**config.mk**
```make
export PLATFORM = sky130hd
export DESIGN_NAME = vc_arbiter
export DESIGN_NICKNAME = d
export VERILOG_FILES = /design/src/rtl/switch_pkg.sv /design/src/rtl/wrr_credit.sv /design/src/rtl/vc_arbiter.sv
export SDC_FILE = /design/constraint.sdc
export NUM_CORES = 1
export LEC_CHECK = 0
export CAP_MARGIN = 20
export CORE_MARGIN = 2
export CORE_UTILIZATION = 30
export DETAILED_ROUTE_END_ITERATION = 10
export PLACE_DENSITY = 0.51
export SETUP_SLACK_MARGIN = 0.1
export SYNTH_ARGS = -nofsm -noshare
export SYNTH_HDL_FRONTEND = slang
export SYNTH_SLANG_ARGS = --single-unit
```
**constraint.sdc**
```tcl
create_clock -name clk -period 6 [get_ports clk]
set_input_delay 1.2 -clock clk [delete_from_list [all_inputs] [get_ports clk]]
set_output_delay 1.2 -clock clk [all_outputs]
set_load 0.03 [all_outputs]
```
**src/rtl/switch_pkg.sv**
```systemverilog
// rtl/switch_pkg.sv - shared state encodings and datapath constants for the switch
package switch_pkg;

    typedef enum logic [1:0] {
        ST_IDLE   = 2'b00,
        ST_SERVE0 = 2'b01,
        ST_SERVE1 = 2'b10
    } arb_state_e;

    localparam int DATA_SIZE_DEF = 6;
    // Destination lives just below the MSB of each queued word.
    localparam int DEST_BIT      = DATA_SIZE_DEF - 2;

endpackage

```
**src/rtl/wrr_credit.sv**
```systemverilog
// rtl/wrr_credit.sv - weighted round-robin credit counter with terminal-count flag
module wrr_credit #(
    parameter int CNT_W = 3
) (
    input  logic             clk,
    input  logic             rst,
    input  logic             clr_i,
    input  logic             inc_i,
    input  logic             restart_i,
    input  logic [CNT_W-1:0] weight_i,
    output logic [CNT_W-1:0] credit_o,
    output logic             tc_o
);

    logic [CNT_W-1:0] credit_q;
    logic [CNT_W-1:0] credit_d;
    logic [CNT_W-1:0] cnt_inc;

    // A fallback grant counts from zero rather than the other VC's credit.
    assign cnt_inc  = (restart_i ? '0 : credit_q) + CNT_W'(1);
    assign tc_o     = inc_i & (cnt_inc == weight_i);
    assign credit_o = credit_q;

    always_comb begin
        credit_d = credit_q;
        if (clr_i || tc_o) begin
            credit_d = '0;
        end else if (inc_i) begin
            credit_d = cnt_inc;
        end
    end

    always_ff @(posedge clk or posedge rst) begin
        if (rst) begin
            credit_q <= '0;
        end else begin
            credit_q <= credit_d;
        end
    end

endmodule

```
**src/rtl/vc_arbiter.sv**
```systemverilog
// rtl/vc_arbiter.sv - credit-based work-conserving VC0/VC1 to D0/D1 arbiter
module vc_arbiter
    import switch_pkg::*;
#(
    parameter int DATA_SIZE = 6,
    parameter int WEIGHT0   = 3,
    parameter int WEIGHT1   = 1,
    parameter int CNT_W     = 3
) (
    input  logic             clk,
    input  logic             reset,
    input  logic             active,
    input  logic             empty_vc0,
    input  logic             empty_vc1,
    input  logic             dest_vc0,
    input  logic             dest_vc1,
    input  logic             pause_d0,
    input  logic             pause_d1,
    output logic             pop_vc0,
    output logic             pop_vc1,
    output logic             valid_out,
    output logic             sel_vc,
    output logic             dest_out,
    output logic [CNT_W-1:0] credit
);

    if (DATA_SIZE < 2 || WEIGHT0 < 1 || WEIGHT0 > (1 << CNT_W) - 1 ||
        WEIGHT1 < 1 || WEIGHT1 > (1 << CNT_W) - 1) begin : g_bad_param
        $error("vc_arbiter: illegal parameter set");
    end

    localparam logic [CNT_W-1:0] W0 = CNT_W'(WEIGHT0);
    localparam logic [CNT_W-1:0] W1 = CNT_W'(WEIGHT1);

    arb_state_e       state_q;
    logic             valid_q, sel_q, dest_q;
    logic             el0, el1, serving, pref_vc, el_pref, el_other;
    logic             gnt, gnt_vc, restart, clr, tc;
    logic [CNT_W-1:0] weight;

    assign el0 = active & ~empty_vc0 & ~(dest_vc0 ? pause_d1 : pause_d0);
    assign el1 = active & ~empty_vc1 & ~(dest_vc1 ? pause_d1 : pause_d0);

    assign serving  = (state_q == ST_SERVE0) || (state_q == ST_SERVE1);
    assign pref_vc  = (state_q == ST_SERVE1);
    assign el_pref  = pref_vc ? el1 : el0;
    assign el_other = pref_vc ? el0 : el1;

    // Preferred VC first, otherwise fall back to the other one (work-conserving).
    assign gnt     = ~reset & serving & (el_pref | el_other);
    assign gnt_vc  = el_pref ? pref_vc : ~pref_vc;
    assign restart = ~el_pref;
    assign clr     = ~serving | ~active;
    assign weight  = gnt_vc ? W1 : W0;

    assign pop_vc0 = gnt & ~gnt_vc;
    assign pop_vc1 = gnt & gnt_vc;

    wrr_credit #(
        .CNT_W(CNT_W)
    ) u_credit (
        .clk      (clk),
        .rst      (reset),
        .clr_i    (clr),
        .inc_i    (gnt),
        .restart_i(restart),
        .weight_i (weight),
        .credit_o (credit),
        .tc_o     (tc)
    );

    always_ff @(posedge clk or posedge reset) begin
        if (reset) begin
            state_q <= ST_IDLE;
            valid_q <= 1'b0;
            sel_q   <= 1'b0;
            dest_q  <= 1'b0;
        end else begin
            valid_q <= gnt;
            if (gnt) begin
                sel_q  <= gnt_vc;
                dest_q <= gnt_vc ? dest_vc1 : dest_vc0;
            end
            case (state_q)
                ST_IDLE: begin
                    if (active) state_q <= ST_SERVE0;
                end
                ST_SERVE0, ST_SERVE1: begin
                    if (!active) begin
                        state_q <= ST_IDLE;
                    end else if (gnt) begin
                        // Hitting the weight hands preference to the other VC.
                        state_q <= (gnt_vc ^ tc) ? ST_SERVE1 : ST_SERVE0;
                    end
                end
                default: state_q <= ST_IDLE;
            endcase
        end
    end

    assign valid_out = valid_q;
    assign sel_vc    = sel_q;
    assign dest_out  = dest_q;

endmodule
```
==> impl_table.tex <==
\begin{tabular}{lr}
\hline
Metric & Value \\
\hline
\multicolumn{2}{l}{\textbf{CTS}} \\
\quad CTS clock-pin slew for the worst setup and hold paths & 0.05 ns \\
\quad Clock latency on the worst-skew pair & 0.25 ns \\
\quad CTS tree & yes \\
\quad CTS buffer count & 3 \\
\quad Post-CTS Resized & 0 \\
\quad Hold buffers post-CTS & 0 \\
\quad Clock root buffer master & sky130\_fd\_sc\_hd\_\_clkbuf\_4 \\
\quad CTS H-Tree Depth & 1 \\
\quad Clock tree buffer depth & 2 \\
\quad Setup repair bufs after CTS & 0 \\
\quad Clock Sinks & 8 \\
\multicolumn{2}{l}{\textbf{Placement}} \\
\quad Post-detail-place hpwl & 1190 µm \\
\quad Cell Count Post-Placement & 113 \\
\quad Port Buffer Count & 16 \\
\quad Routability Congestion & 0.802 \\
\multicolumn{2}{l}{\textbf{Timing}} \\
\quad Number of hold violations in the final report & 0 \\
\quad Max-Slew Margin vs Limit & 59.7\% \\
\quad Maximum clock frequency & 0.211 GHz \\
\quad Final Slew Violations & 0 \\
\quad Setup repair after global routing missed its margin & false \\
\quad Period minus WS final & 4.74 ns \\
\quad Transition time at the pin with the least slew margin & 0.600 ns \\
\quad Final worst path period share & 79.0\% \\
\quad Final hold slack & 0.494 ns \\
\quad Final clock skew & 0.00682 ns \\
\quad Final setup TNS & 0 ns \\
\quad Final setup fails & 0 \\
\multicolumn{2}{l}{\textbf{Global routing}} \\
\quad Antenna violations before repair & 0 \\
\quad Maximum number of pins on one net before global-route repair & 10 \\
\quad Number of global-route vias before repair & 605 \\
\quad Overall fraction of global-route tracks in use & 13.5\% \\
\quad Overflow left after global routing & 0 \\
\quad Global-route wire length before repair & 2550 µm \\
\multicolumn{2}{l}{\textbf{Finish}} \\
\quad Most frequent standard cell in the layout excluding fill and tap cells & sky130\_fd\_sc\_hd\_\_clkdlybuf4s50\_1 \\
\quad Final net count & 104 \\
\quad Antenna diode count & 0 \\
\quad Share of cells above drive strength 1 & 6.74\% \\
\quad Most used cells in the layout excluding fill and tap cells & sky130\_fd\_sc\_hd\_\_clkdlybuf4s50\_1 (16), sky130\_fd\_sc\_hd\_\_dfrtp\_1 (8), sky130\_fd\_sc\_hd\_\_nand2\_1 (7), sky130\_fd\_sc\_hd\_\_nor2\_1 (5), sky130\_fd\_sc\_hd\_\_inv\_1 (5) \\
\quad Final core utilization & 41.7\% \\
\quad Number of standard cells in the final layout excluding fillers & 116 \\
\quad Area grow syn2layout & 31.1\% \\
\multicolumn{2}{l}{\textbf{Setup path}} \\
\quad Launch instance of the worst register-to-register path & state\_q[0] \\
\quad Critical path type & in -> out \\
\quad Crit path max fanout & 9 \\
\quad Crit start category & input port \\
\quad Worst Reg-to-Reg Cells & 11 \\
\quad WP data required & 4.80 ns \\
\quad FF-to-FF setup slack & 3.70 ns \\
\quad Category of the worst setup path capture point & output port \\
\quad Arr. time, crit path & 3.54 ns \\
\quad Reg2reg end & state\_q[0] \\
\multicolumn{2}{l}{\textbf{Power}} \\
\quad Portion of total power attributed to sequential cells & 36.4\% \\
\quad Final Total Pwr & 0.196 mW \\
\quad Clk pwr share & 19.8\% \\
\quad Internal power & 0.124 mW \\
\quad Worst ir drop on vdd & 0.171 mV \\
\quad Static leakage & 0.338 nW \\
\quad Power density over the cells & 240 mW/mm² \\
\quad Switching Power & 0.0718 mW \\
\quad Sw frac & 36.6\% \\
\quad Portion of total power attributed to combinational logic & 43.8\% \\
\multicolumn{2}{l}{\textbf{Route}} \\
\quad Total iterations of the first detailed-routing run & 4 \\
\quad Post-detailed-route DRC marker count & 0 \\
\quad Routed length per placed instance & 12.5 µm \\
\quad Total wire length after detailed routing & 1450 µm \\
\quad Overall via count from detail\_route & 584 \\
\quad DR iter-0 viols & 3 \\
\quad Final antenna-violating net count & 0 \\
\quad Via density & 5.03 \\
\multicolumn{2}{l}{\textbf{Logic synthesis}} \\
\quad Number of standard cells after synthesis & 72 \\
\quad Unique cell type count in the Yosys netlist & 29 \\
\quad Syn. warnings & 0 \\
\quad Sequential element share of the synthesized area & 32.1\% \\
\quad Cell Area, Synth & 624 µm² \\
\quad Post-Synthesis Net Count & 85 \\
\quad Share of synthesized flip-flops with an asynchronous set or reset & 100\% \\
\quad Average cell area after synthesis & 8.67 µm² \\
\quad Total of flip-flops plus latches after synthesis & 8 \\
\quad Number of synthesized flops with an enable pin & 0 \\
\quad Prevailing post-synth register cell & sky130\_fd\_sc\_hd\_\_dfrtp\_1 \\
\multicolumn{2}{l}{\textbf{Floorplanning}} \\
\quad Core Region & 0.00196 mm² \\
\quad Number of top-level pins & 17 \\
\quad Initial standard-cell utilization of the core & 31.8\% \\
\quad Width of the die & 49.6 µm \\
\quad Die extent in y & 49.6 µm \\
\quad Cell Rows & 16 \\
\quad Die Outline Area & 0.00246 mm² \\
\multicolumn{2}{l}{\textbf{Worst hold path}} \\
\quad Worst Hold Path Cells & 2 \\
\quad Worst min-delay path endpoint & sel\_vc \\
\quad Critical hold path startpoint & sel\_vc \\
\quad Worst hold-check path type & reg -> reg \\
\multicolumn{2}{l}{\textbf{Job}} \\
\quad Max capacitance violation total & 0 \\
\multicolumn{2}{l}{\textbf{Status}} \\
\quad Run status & complete, no violations \\
\hline
\end{tabular}
## worst max-delay path by stage
stage / from / end / slack (ns)
2_1_floorplan: active / pop_vc1 / 2.47
3_3_place_gp: active / pop_vc1 / 1.28
3_5_place_dp: active / pop_vc1 / 1.29
4_1_cts: active / pop_vc1 / 1.28
5_1_grt: active / pop_vc0 / 1.15
6_report: active / pop_vc1 / 1.26
## power groups by stage
stage / Combinational (mW) / Sequential, mW / Clock (mW)
floorplan: 0.0445 / 0.0854 / 0
global placement: 0.0880 / 0.0724 / 0
detailed placement: 0.0870 / 0.0724 / 0
CTS: 0.0876 / 0.0715 / 0.0410
global route: 0.0963 / 0.0728 / 0.0472
finish: 0.0860 / 0.0714 / 0.0388
## synth_stat cells (2+ instances only)
library cell / number / area, µm²
sky130_fd_sc_hd__a211o_1: 2 / 17.5
sky130_fd_sc_hd__a211oi_1: 2 / 15.0
sky130_fd_sc_hd__nand2_1: 7 / 26.3
sky130_fd_sc_hd__inv_1: 5 / 18.8
sky130_fd_sc_hd__o31ai_1: 2 / 15.0
sky130_fd_sc_hd__a21oi_1: 3 / 15.0
sky130_fd_sc_hd__ha_1: 4 / 50.1
sky130_fd_sc_hd__nor3_1: 2 / 10.0
sky130_fd_sc_hd__clkinv_1: 2 / 7.51
sky130_fd_sc_hd__o21ai_1: 4 / 20.0
sky130_fd_sc_hd__nand3b_1: 2 / 15.0
sky130_fd_sc_hd__nand4_1: 3 / 18.8
sky130_fd_sc_hd__dfrtp_1: 8 / 200
sky130_fd_sc_hd__mux2i_1: 3 / 30.0
sky130_fd_sc_hd__buf_6: 2 / 22.5
sky130_fd_sc_hd__nor2_1: 5 / 18.8
sky130_fd_sc_hd__and2_1: 4 / 25.0
## critical path, cell delays in order
cell and delay [ns]:
sky130_fd_sc_hd__clkdlybuf4s50_1 0.56, sky130_fd_sc_hd__and2b_4 0.25, sky130_fd_sc_hd__and2_1 0.13, sky130_fd_sc_hd__o21ai_1 0.48, sky130_fd_sc_hd__and3_1 0.24, sky130_fd_sc_hd__clkdlybuf4s50_1 0.67
## final cells by class
type	instances	area, µm²
timing repair buffer	16	160
tap	27	33.8
clock buffer	3	22.5
sequential	8	200
fill	214	1140
multi-input combinational	55	375
inverter	7	26.3
## through the flow
stage	setup WS [ns]	cell area [µm²]
after floorplan	2.47	624
after detailed placement	1.29	796
after global placement	1.28	796
after global routing	1.15	818
after CTS	1.28	818
final	1.26	818
## registers in the layout (all words and copies together), names as in the netlist
signal             count
state_q                2
dest_out               1
valid_out              1
u_credit.credit_o      3
sel_vc                 1
## routing by layer
layer / global-route usage [%] / vias up / part of all wire (%)
met5: 0 / - / 0
met3: 3.64 / 2 / 4.9
met1: 17.0 / 274 / 49
li1: - / 294 / -
met4: 5.56 / 0 / 1.2
met2: 21.6 / 14 / 45
## cell families after synthesis
| group | count (synthesis) | synth area share (%) |
|---|---|---|
| AO/OA/AOI/OAI | 19 | 21.4 |
| XOR/XNOR | 1 | 1.40 |
| adder cells (fa/ha/maj) | 4 | 8.02 |
| buffers and inverters | 9 | 7.82 |
| flip-flops | 8 | 32.1 |
| multiplexers | 3 | 4.81 |
| AND/OR/NAND/NOR | 28 | 24.4 |
Note: power is estimated with default switching activity, not from simulation.
